`config.mk`:
```
export PLATFORM = sky130hd
export DESIGN_NAME = fifo_rd_stream
export DESIGN_NICKNAME = d
export VERILOG_FILES = /design/src/rtl/fifo_rd_stream.sv
export SDC_FILE = /design/constraint.sdc
export NUM_CORES = 1
export LEC_CHECK = 0
export BUFFER_PORTS_ARGS = -buffer_cell sky130_fd_sc_hd__buf_2
export CAP_MARGIN = 40
export CELL_PAD_IN_SITES_DETAIL_PLACEMENT = 1
export CELL_PAD_IN_SITES_GLOBAL_PLACEMENT = 2
export CORE_MARGIN = 2
export CORE_UTILIZATION = 36
export DETAILED_ROUTE_END_ITERATION = 8
export PLACE_DENSITY_LB_ADDON = 0.3
export RECOVER_POWER = 25
export SYNTH_ARGS = -nofsm -noshare
export SYNTH_HDL_FRONTEND = slang
export SYNTH_SLANG_ARGS = --single-unit
```
`constraint.sdc`:
```
create_clock -name rclk -period 4.15 [get_ports rclk]
set_clock_uncertainty 0.05 [all_clocks]
set_input_delay 0.415 -clock rclk [delete_from_list [all_inputs] [get_ports rclk]]
set_output_delay 0.415 -clock rclk [all_outputs]
set_load 0.03 [all_outputs]
```
`src/rtl/fifo_rd_stream.sv`:
```
// Read-side output stage of the async Gray FIFO: pops words into a 2-entry skid buffer and presents them as a valid/ready stream.
// Optional occupancy output enabled by defining FIFO_RD_STREAM_LEVEL_EN.
module fifo_rd_stream #(
    parameter int DSIZE = 8,
    parameter int ASIZE = 4
) (
    input  logic             rclk,
    input  logic             rrst_n,
    input  logic             rempty,
    input  logic [DSIZE-1:0] rdata,
    output logic             rinc,
    output logic             out_valid,
    output logic [DSIZE-1:0] out_data,
    input  logic             out_ready
`ifdef FIFO_RD_STREAM_LEVEL_EN
    ,
    input  logic [ASIZE:0]   w2r_wptr,
    input  logic [ASIZE:0]   rptr,
    output logic [ASIZE+1:0] rlevel
`endif
);

    typedef enum logic [1:0] {
        S0 = 2'd0,
        S1 = 2'd1,
        S2 = 2'd2
    } state_e;

    state_e           count_q, count_d;
    logic [DSIZE-1:0] head_q, head_d;
    logic [DSIZE-1:0] skid_q, skid_d;
    logic             push;
    logic             pop;

    // rinc looks only at registered state, so out_ready never reaches the read pointer.
    assign rinc      = ~rempty & (count_q != S2);
    assign push      = rinc;
    assign out_valid = (count_q != S0);
    assign pop       = out_valid & out_ready;
    assign out_data  = head_q;

    always_comb begin
        count_d = count_q;
        head_d  = head_q;
        skid_d  = skid_q;
        case (count_q)
            S0: begin
                if (push) begin
                    count_d = S1;
                    head_d  = rdata;
                end
            end
            S1: begin
                if (push && !pop) begin
                    count_d = S2;
                    skid_d  = rdata;
                end else if (!push && pop) begin
                    count_d = S0;
                end else if (push && pop) begin
                    head_d = rdata;
                end
            end
            S2: begin
                if (pop) begin
                    count_d = S1;
                    head_d  = skid_q;
                end
            end
            default: count_d = S0;
        endcase
    end

    always_ff @(posedge rclk or negedge rrst_n) begin
        if (!rrst_n) begin
            count_q <= S0;
            head_q  <= '0;
            skid_q  <= '0;
        end else begin
            count_q <= count_d;
            head_q  <= head_d;
            skid_q  <= skid_d;
        end
    end

`ifdef FIFO_RD_STREAM_LEVEL_EN
    function automatic logic [ASIZE:0] gray2bin(input logic [ASIZE:0] g);
        logic [ASIZE:0] b;
        b[ASIZE] = g[ASIZE];
        for (int i = ASIZE - 1; i >= 0; i--) begin
            b[i] = b[i+1] ^ g[i];
        end
        return b;
    endfunction

    logic [ASIZE:0]   occ;
    logic [1:0]       count_bits;
    logic [ASIZE+1:0] rlevel_q, rlevel_d;

    // Modular pointer difference covers wrap; full FIFO reads as 2^ASIZE.
    assign occ        = gray2bin(w2r_wptr) - gray2bin(rptr);
    assign count_bits = count_q;
    assign rlevel_d   = {1'b0, occ} + {{ASIZE{1'b0}}, count_bits};
    assign rlevel     = rlevel_q;

    always_ff @(posedge rclk or negedge rrst_n) begin
        if (!rrst_n) begin
            rlevel_q <= '0;
        end else begin
            rlevel_q <= rlevel_d;
        end
    end
`endif

endmodule

```
==> impl.org, run 1 <==
** Power and ir drop
- Switching part of the total :: 38.9%
- Static power due to leakage :: 0.491 nW
- Internal power :: 0.497 mW
- Power per Cell Area :: 774 nW/um2
- VDD sags by at most 0.323 mV.
- Portion of total power attributed to combinational logic :: 48.7%
- Overall power consumption :: 0.813 mW
- Sequential cells account for 38.2% of the total power.
- The clock network burns 13.1% of the power.
- In this run the power spent charging and discharging nets is 0.316 mW.

** Timing
- Worst Max-Slew Pin Slew :: 0.955 ns
- Setup repair after global routing left no endpoint under its margin.
- Final Max Tran Viols :: 0
- The number of failing hold endpoints at the final stage is 0.
- In the final timing run, aggregate negative setup slack is 0 ns.
- The worst path meets setup with 1.68 ns of slack.
- Worst slew slack as a fraction of its limit :: 36.4%
- Maximum operating frequency :: 404 MHz
- Of the available clock period, the critical path in the final layout requires 59.6%.
- Final setup violation count :: 0
- Subtracting the final worst setup slack from the clock period gives 2.47 ns.

** Synthesis
- Yosys mapped a number of flops with a built-in enable equal to 0.
- Synthesis produced a netlist with a net count of 77.
- Syn_area_per_cell :: 14.1 um2
- Counting instances in the post-synthesis netlist gives the leading cell types as 24 x sky130_fd_sc_hd__mux2_2, 18 x sky130_fd_sc_hd__dfrtp_1, 3 x sky130_fd_sc_hd__ha_1, 3 x sky130_fd_sc_hd__inv_1.
- Post-synthesis instance total :: 62
- Of the synthesized area, sequential elements account for 51.6%.
- Number of different library cells in the post-synthesis netlist :: 16
- Yosys attributes the largest share of cell area to sky130_fd_sc_hd__dfrtp_1 52%, sky130_fd_sc_hd__mux2_2 31%, sky130_fd_sc_hd__ha_1 4.3%.
- Flops & latches, synth :: 18
- YS warnings :: 0
- Synth top area share :: 51.6%
- Synth area leader :: sky130_fd_sc_hd__dfrtp_1
- In this run the cell area of the synthesized design comes to 873 um2.
- Post-synth ARST share :: 100%
- Flip-flop cell with the highest count after synthesis :: sky130_fd_sc_hd__dfrtp_1
- sky130_fd_sc_hd__mux2_2 is the most common cell in the netlist.

** Clock tree
- Clock tree synthesis selected as its root buffer the cell sky130_fd_sc_hd__clkbuf_4.
- CTS buffer count :: 3
- CTS tree :: done
- In this run the number of H-tree levels came out at 1.
- At the later pin of the worst-skew pair, clock insertion delay measures 0.29 ns.
- Clock tree synthesis found a total of 18 sinks.
- CTS Buffer Depth :: 2
- After clock tree synthesis, the clock-pin slew on the worst setup and hold paths is 0.11 ns.
- Number of resized instances in the post-cts repair step :: 0
- Post-CTS Setup Bufs :: 0

** Global route
- The initial antenna violation count came to 0.
- For this run the aggregate overflow at the end of global routing stands at 0.
- First-pass GRT wire length :: 2640 um
- For this run, the total global-route usage over all layers was measured as 13.1%.
- The via count of the first global-routing pass was 614.
- Entering global routing, the biggest net connects 19 pins.

** Final layout
- Synthesis-to-layout area growth :: 20.3%
- The final layout contains 103 nets.
- Cells with a size suffix above 1 make up 62.1% of the layout.
- Antenna cells :: 0
- Final cell utilization of the core :: 46.6%

** Floorplanning
- Measured along the y axis, the die boundary spans 53.3 um.
- Horizontal die dimension :: 53.3 um
- The core region is 2250 um2.
- 22 I/O pins were placed.
- The floorplan has 17 rows.
- The die covers 2840 um2.
- Starting utilization of the core area :: 38.7%

** Route
- In the final routed layout, each cell accounts on average for 13.6 um.
- Overall via count from detail_route :: 554
- In this run, the number of DRC markers left after iteration 0 of detailed routing was 1.
- Remaining DRCs :: 0
- Vias/cell :: 4.82
- Final routed wirelength across all metal layers :: 1560 um
- Wire length on met1 :: 733 um
- ANT nets after route :: 0
- The first detailed-routing pass took 2 iterations.
- After detailed routing, no signal wire sits above met3.
- Detailed routing placed a total of 77 um of wire on met3.
- Met2 wire len :: 754 um

** Setup path
- The largest individual stage delay along the critical path comes from the cell sky130_fd_sc_hd__nor2b_1.
- In this run the number of cells on the critical path is 6.
- Category of the worst setup path launch point :: register
- Counting cells, the worst reg-to-reg path comes to 6.
- Data arrives at the worst endpoint at 2.60 ns.
- Maximum net fanout on the critical path :: 10
- The critical path is of the register to register type.
- Dominant delay contributor by cell family on the critical path :: simple AND/OR/NAND/NOR gates
- Walking the worst path, the cells encountered are nor2b_1 > or2_2 > inv_1 > ha_1 > a31oi_4 > mux2_2.
- Buffer and inverter count on the worst path :: 1
- STA classifies the critical path endpoint as a register.
- Data required time of the worst path :: 4.28 ns
- CP peak stage delay :: 0.67 ns

** Placement
- Half-perimeter wire length after placement :: 1220 um
- At the end of routability-driven placement, the weighted congestion stood at 0.684.
- OpenSTA, run right after detailed placement, puts the worst setup slack at 1.62 ns.
- Number of buffers added on ports :: 21

** Run
- The tool flagged a number of max-cap violations equal to 0.

** Status
- The flow ran to the end, and the final reports show no timing, DRC or antenna violations.

** Min path
- The min-delay analysis places its worst path in the category input port to register.
- Worst hold stages :: 2
==> metal layers <==
metal  track usage, %  vias to the layer above
met5                0                        -
li1                 -                      265
met1             16.9                      276
met4             3.85                        0
met3             3.39                        0
met2             21.4                       13
==> flip-flops by register name, indices dropped and copies added, names as in the netlist <==
signal,count
skid_q,8
count_q,2
out_data,8
==> cell families (layout without fill, tap and decap cells) <==
group	Yosys count	count (layout)	synth area share, %
mux	24	24	30.9
flops	18	18	51.6
simple gates	9	9	6.02
compound gates	4	4	5.02
buf+inv	4	29	2.15
fa+ha+maj	3	3	4.30
==> final timing paths <==
kind,end,slack [ns],from
min reg2reg,skid_q[0],0.46,skid_q[0]
max reg2reg,out_data[0],1.68,count_q[1]
max in group asynchronous,out_data[0],2.74,rrst_n
max,out_data[0],1.68,count_q[1]
min,count_q[1],0.30,out_ready
min in group asynchronous,out_data[3],0.73,rrst_n
==> layout by cell type (no fill, tap or decap), types with 2 or more instances in the layout <==
master and count:
sky130_fd_sc_hd__dfrtp_1 18, sky130_fd_sc_hd__inv_1 3, sky130_fd_sc_hd__clkbuf_4 3, sky130_fd_sc_hd__buf_2 20, sky130_fd_sc_hd__mux2_2 24, sky130_fd_sc_hd__nand2_1 2
sky130_fd_sc_hd__ha_1 3, sky130_fd_sc_hd__or2_2 2
==> layout make-up <==
type | instances | area [um2]
clock buffer | 4 | 36.3
fill | 259 | 1200
inverter | 3 | 11.3
multi-input combinational | 40 | 404
sequential | 18 | 450
tap | 28 | 35.0
timing repair buffer | 22 | 114
==> what timing repair did <==
| action | CTS | global route |
|---|---|---|
| hold endpoints to repair | 17 | 0 |
| hold buffers | 1 | 0 |
| endpoints found under the setup margin | 0 | 0 |
==> per-stage QoR <==
stage | cell area (um2) | hold slack [ns] | std cells
floorplan | 873 | 0.0694 | 62
global placement | 1010 | 0.317 | 110
detailed placement | 1010 | 0.321 | 110
CTS | 1050 | 0.288 | 115
global route | 1050 | 0.289 | 115
finish | 1050 | 0.296 | 115
==> power groups by stage <==
stage	clock network [mW]	logic, mW	registers [mW]
after floorplan	0	0.231	0.385
after global placement	0	0.396	0.309
after detailed placement	0	0.403	0.315
after CTS	0.112	0.406	0.311
after global routing	0.121	0.425	0.323
final	0.107	0.396	0.310
Note: power is estimated with default switching activity, not from simulation.
==> run 2: changes to the inputs <==
- CORE_UTILIZATION: 36 -> 34
- clock period: 4.15 -> 2.5 ns (I/O delays scaled with it)
==> impl.org, run 2 (same netlist as run 1, synthesis figures left out) <==
** Clock tree
- Worst-skew pair later-pin latency :: 0.28 ns
- Master cell of the clock root buffer :: sky130_fd_sc_hd__clkbuf_4
- The number of setup buffers added after CTS is 0.
- TritonCTS built the clock tree.
- H-tree depth reported by CTS :: 1
- Clock tree synthesis found a total of 18 sinks.
- After clock tree synthesis, the clock-pin slew on the worst setup and hold paths is 0.10 ns.
- CTS Buffer Depth :: 2
- CTS buffer count :: 3

** Setup path
- The worst setup path is captured at a register.
- For flop-to-flop paths, the worst setup slack is 0.39 ns.
- The signal on the critical path passes through nor2b_1 > or2_2 > inv_1 > ha_1 > nor2_1 > a31oi_4 > mux2_2.
- Data required time of the worst path :: 2.62 ns
- Arrival @ worst endpoint :: 2.23 ns
- The slowest stage of the critical path is the sky130_fd_sc_hd__dfrtp_1 cell.
- The critical path is of the register to register type.
- Maximum net fanout on the critical path :: 8
- Category of the worst setup path launch point :: register
- In this design, the stage delay of the slowest critical-path cell is 0.42 ns.
- Dominant delay contributor by cell family on the critical path :: simple AND/OR/NAND/NOR gates
- Buffer and inverter count on the worst path :: 1

** Timing
- Final setup violation count :: 0
- Setup tns final :: 0 ns
- Final Max Tran Viols :: 0
- For this run, the top clock speed supported by timing is 474 MHz.
- Worst Max-Slew Pin Slew :: 0.931 ns
- Number of hold violations in the final report :: 0
- After layout, the worst path uses 84.4% of the clock period.
- RSZ-0062 raised after global routing :: no
- In this run the tightest slew margin relative to its limit is 37.9%.
- Shortest period the worst path allows :: 2.11 ns
- Once routing completed, OpenROAD measured the worst setup slack at 0.390 ns.

** Route
- For this block, the routed nets add up to 1550 um of wire.
- Overall via count from detail_route :: 569
- After detailed routing, the average wire length per cell comes to 13.2 um.
- ANT nets after route :: 0
- In the routed design, unresolved DRC markers number 0.
- After the first detailed-routing iteration, the DRC count stood at 2.
- The first TritonRoute pass finished after 2 iterations.
- Vias/cell :: 4.82

** Floorplanning
- The die covers 2990 um2.
- Starting utilization of the core area :: 35.6%
- Number of primary I/O pins :: 22
- Core Footprint :: 2450 um2
- Vert. Die Dim :: 54.7 um
- Core Rows :: 18
- Horizontal die dimension :: 54.7 um

** Final layout
- The filler cells instantiated in the layout total 280.
- With fillers left out, the area of the finished cells amounts to 1060 um2.
- Number of nets in the layout :: 104
- Commonest cells after routing, fill and taps aside :: 24 x sky130_fd_sc_hd__mux2_2, 20 x sky130_fd_sc_hd__buf_2, 18 x sky130_fd_sc_hd__dfrtp_1
- The repair_antennas step left the layout with diodes totalling 0.
- Final cell utilization of the core :: 43.2%
- Synthesis-to-layout area growth :: 21.5%
- Of the cells placed in the final design, the portion with a size suffix greater than 1 is 62.5%.
- Leaving out fill and tap cells, the most frequent cell in the layout is sky130_fd_sc_hd__mux2_2.

** Power and ir drop
- Overall power consumption :: 1.35 mW
- The worst-case IR drop observed on VDD is 0.718 mV.
- Power spread over the standard cell area amounts to 1280 nW/um2.
- For this design the static power due to leakage is 0.496 nW.

** Placement
- Cell Area, Placed :: 1020 um2
- Half-perimeter wire length after placement :: 1210 um
- Timing analysis after detailed placement gives a worst setup slack of 0.391 ns.
- RD Place Congestion :: 0.635
- In this run the tool buffered the top-level ports with 21 buffer cells.

** Global route
- For this run the aggregate overflow at the end of global routing stands at 0.
- Entering global routing, the biggest net connects 19 pins.
- First-pass GRT wire length :: 2750 um
- The initial antenna violation count came to 0.
- Global routing consumed, over all layers together, 13.5% of the routing resources.
- The via count of the first global-routing pass came to 590.

** Min path
- The worst hold path belongs to the class input port to register.

** Run
- The tool flagged a number of max-cap violations equal to 0.

** Status
- The run finished with clean final reports.
==> run 2: cell types whose count changed in the layout (fill, tap and decap cells not counted), sizes merged <==
cell,delta
buf,+1
==> run 2: path summary, 6_finish.rpt <==
check	from	end	cells past startpoint
worst max-delay path	count_q[1]	out_data[7]	7
worst min-delay path	out_ready	count_q[1]	2
worst max register to register	count_q[1]	out_data[7]	7
worst min register to register	skid_q[0]	skid_q[0]	1
max in group asynchronous	rrst_n	out_data[0]	2
min in group asynchronous	rrst_n	skid_q[6]	2
==> run 2: power by group <==
part | internal (mW) | switching [mW] | total, mW
registers | 0.439 | 0.0738 | 0.513
clock network | 0.0886 | 0.0841 | 0.173
logic | 0.304 | 0.364 | 0.668
total | 0.831 | 0.522 | 1.35
==> run 2: routing by layer <==
| metal | vias up | GRT usage [%] | part of all wire [%] |
|---|---|---|---|
| met1 | 293 | 16.2 | 42 |
| met2 | 9 | 22.4 | 53 |
| li1 | 265 | - | - |
| met4 | 0 | 6.25 | 1.1 |
| met5 | - | 0 | 0 |
| met3 | 2 | 3.28 | 3.2 |
==> run 2: cell type report <==
type | instances | area [um2] | area share [%]
well taps | 30 | 37.5 | 3.54
multi-input cells | 40 | 404 | 38.1
repair buffers | 23 | 121 | 11.4
inverters | 3 | 11.3 | 1.06
flip-flops and latches | 18 | 450 | 42.5
clock buffers | 4 | 36.3 | 3.42
==> run 2: stage by stage <==
stage | hold WS [ns] | cells
3_3_place_gp | 0.154 | 113
5_1_grt | 0.103 | 118
2_1_floorplan | -0.0956 | 62
4_1_cts | 0.119 | 118
3_5_place_dp | 0.146 | 113
6_report | 0.127 | 118
==> run 2: repair_timing <==
item | 4_1_cts | 5_1_grt
resized for setup | 0 | 0
hold endpoints to repair | 18 | 0
hold buffers | 1 | 0
==> run 3: changes to the inputs <==
- ABC_AREA: not set -> 1
- CORE_UTILIZATION: 34 -> 26
- clock period: 2.5 -> 1.8 ns (I/O delays scaled with it)
==> impl.org, run 3 <==
** Route
- Routed wire per std cell :: 12.7 um
- Iteration-0 DRC Markers :: 16
- For this block, the routed nets add up to 2490 um of wire.
- Number of optimization iterations in the first detailed-route pass :: 4
- Vias/cell :: 4.37
- Remaining DRCs :: 0
- ANT nets after route :: 0
- The final route contains 856 vias.

** Floorplanning
- Horizontal die dimension :: 63.8 um
- The die covers 4070 um2.
- The region available for standard cell placement spans 3390 um2.
- Number of primary I/O pins :: 22
- The initial utilization of the core area, before any placement, comes to 27.5%.
- After floorplanning, the core was divided into 21 placement rows.
- Vert. Die Dim :: 63.8 um

** Global route
- Number of antenna violations at the first check in global routing :: 0
- The via count of the first global-routing pass was 912.
- The first global-routing pass estimated 4260 um of wire.
- Across every metal layer, demand over resource in global routing totals 13.6%.
- Maximum number of pins on one net before global-route repair :: 19
- Summed over all layers, the global routing overflow is 0.

** Synthesis
- Most frequent cell after synthesis :: sky130_fd_sc_hd__nand2_1
- sky130_fd_sc_hd__dfrtp_1 takes more of the synthesized area than any other cell.
- Sequential cells were found to cover 48.4% of the synthesized design area.
- Most frequent cells after synthesis :: 59 x sky130_fd_sc_hd__nand2_1, 18 x sky130_fd_sc_hd__dfrtp_1, 16 x sky130_fd_sc_hd__nand3_1
- In the synthesized netlist the dominant register cell turns out to be sky130_fd_sc_hd__dfrtp_1.
- In this run, distinct cell masters in the synthesized netlist total 14.
- After synthesis, the cell types taking the most area are sky130_fd_sc_hd__dfrtp_1 48%, sky130_fd_sc_hd__nand2_1 24%, sky130_fd_sc_hd__nand3_1 8.6%.
- After technology mapping, the gate count stands at 120.
- Post-synth ARST share :: 100%
- Syn_area_per_cell :: 7.76 um2
- The top cell type by area accounts for 48.4% of the synthesized area.
- Net Count, Synth :: 135
- After synthesis the netlist holds a flip-flop and latch count of 18.
- In this run the cell area of the synthesized design comes to 931 um2.
- YS warnings :: 0
- EDFF count, synth :: 0

** Setup path
- Data required time of the worst path :: 1.95 ns
- Ordered cell list for the critical path :: inv_2 > nor2_4 > nor2_4 > inv_1 > ha_2 > nor2_2 > nand2_2 > nand2_4 > nand2_4 > nand2_1 > nand2_1
- Number of cells on the worst reg-to-reg path :: 11
- The setup path with the least slack is of type register to register.
- R2r setup slk :: 0.14 ns
- At the worst endpoint, the arrival time is 1.81 ns.
- Dominant delay contributor by cell family on the critical path :: simple AND/OR/NAND/NOR gates
- FF-to-FF End :: out_data[0]
- Among all stages on the critical path, the largest delay is contributed by sky130_fd_sc_hd__dfrtp_2.
- Category of the worst setup path launch point :: register
- Maximum net fanout on the critical path :: 8
- The startpoint identified for the worst register-to-register timing path is count_q[1].
- Together, buffers and inverters on the worst path number 2.
- Sort of element at the end of the critical path :: register
- In this design, the stage delay of the slowest critical-path cell is 0.50 ns.

** Placement
- Cell Area, Placed :: 1130 um2
- Inst Count DP :: 190
- The wire-length estimate of the detail-placed layout is 1820 um.
- RD Place Congestion :: 0.777
- In this run the tool buffered the top-level ports with 21 buffer cells.
- Post-place setup slack :: 0.0723 ns

** Final layout
- Antenna cells :: 0
- Post-route cell area :: 1190 um2
- Most common library cell in the layout ignoring fill and taps :: sky130_fd_sc_hd__nand2_1
- Total area of multi-input combinational cells :: 474 um2
- Share of post-route cells with drive strength above 1 :: 32.0%
- After filler insertion, the fill cell instance count of the layout stands at 421.
- The area growth from synthesis to layout is 28.4%.
- Final cell utilization of the core :: 35.3%
- At the end of the flow, the number of nets in the layout was 166.
- Sequential cell area :: 453 um2
- Number of non-filler instances in the completed layout :: 196
- Commonest cells after routing, fill and taps aside :: 58 x sky130_fd_sc_hd__nand2_1, 20 x sky130_fd_sc_hd__buf_2, 16 x sky130_fd_sc_hd__nand3_1, 16 x sky130_fd_sc_hd__dfrtp_1, 5 x sky130_fd_sc_hd__inv_1

** Power and ir drop
- Dividing total power by cell area gives a power density of 1770 nW/um2.
- Summed over all cells, the static leakage comes to 0.655 nW.
- Overall power consumption :: 2.11 mW
- Maximum VDD drop :: 0.535 mV

** Clock tree
- CTS buffer count :: 3
- CTS Buffer Depth :: 2
- CTS clock-pin slew for the worst setup and hold paths :: 0.12 ns
- CTS saw 18 sinks.
- The tree is rooted in a sky130_fd_sc_hd__clkbuf_4.
- In this run the number of H-tree levels came out at 1.
- The later pin in the worst-skew pair is clocked with a latency of 0.30 ns.
- TritonCTS built the clock tree.

** Timing
- RSZ-0062 raised after global routing :: no
- The number of failing hold endpoints at the final stage is 0.
- Maximum operating frequency :: 603 MHz
- Across all setup checks in the final design, the least slack found is 0.141 ns.
- Shortest period the worst path allows :: 1.66 ns
- Final Max Tran Viols :: 0
- Adding up every negative setup slack in the final design gives 0 ns.
- On the final layout, the worst hold slack is 0.0752 ns.
- Setup violations remaining at the end of the flow were counted as 0.
- At the pin with the least slew margin, the transition time is 1.06 ns.
- In the finished design, the share of the clock period the worst path needs comes to 92.2%.
- Worst slew slack as a fraction of its limit :: 29.3%

** Status
- The flow ran to the end, and the final reports show no timing, DRC or antenna violations.

** Min path
- The min-delay analysis places its worst path in the category input port to register.
- For hold timing, the worst endpoint is skid_q[4].
- HP Start :: rdata[4]
- Worst hold stages :: 3

** Run
- Number of max-cap violations :: 0
## run 3: worst max-delay path by stage
| stage | from | end | slack (ns) | cells past startpoint |
|---|---|---|---|---|
| final | count_q[1] | out_data[0] | 0.14 | 11 |
| after floorplan | count_q[1] | out_data[0] | 0.01 | 11 |
| after CTS | count_q[1] | out_data[4] | 0.05 | 11 |
| after detailed placement | count_q[1] | out_data[4] | 0.07 | 11 |
| after global placement | count_q[1] | out_data[1] | 0.09 | 11 |
| after global routing | count_q[1] | out_data[4] | 0.004 | 11 |
## run 3: where the power goes
| part | internal (mW) | switching [mW] |
|---|---|---|
| combinational | 0.356 | 0.760 |
| clock | 0.123 | 0.137 |
| sequential | 0.602 | 0.130 |
## run 3: per-layer routing
metal / GRT usage, % / routed length (um)
met5: 0 / 0
met4: 4.89 / 29
met3: 2.64 / 78
met2: 21.6 / 1140
met1: 18.3 / 1250
## run 3: cell type report
class                      instances  share of cell area (%)
multi-input combinational         94                    39.7
tap                               46                    4.82
timing repair buffer              26                    12.0
inverter                           8                    2.51
sequential                        18                    37.9
clock buffer                       4                    3.04
## run 3: cells by family after synthesis
logic type / Yosys count / share of synthesized area, %
simple gates: 88 / 42.3
flops: 18 / 48.4
buf+inv: 9 / 3.76
fa+ha+maj: 3 / 4.03
compound gates: 2 / 1.48
## run 3: repair_timing
action	4_1_cts	5_1_grt
endpoints found under the setup margin	0	8
buffers inserted	0	0
hold buffers	1	0
endpoints found under the hold margin	18	0
gates resized for setup	0	6
## run 3: worst min-delay path, cell delays in order
cell and delay [ns]:
sky130_fd_sc_hd__buf_2 0.09, sky130_fd_sc_hd__nand3_1 0.07, sky130_fd_sc_hd__nand2_1 0.06
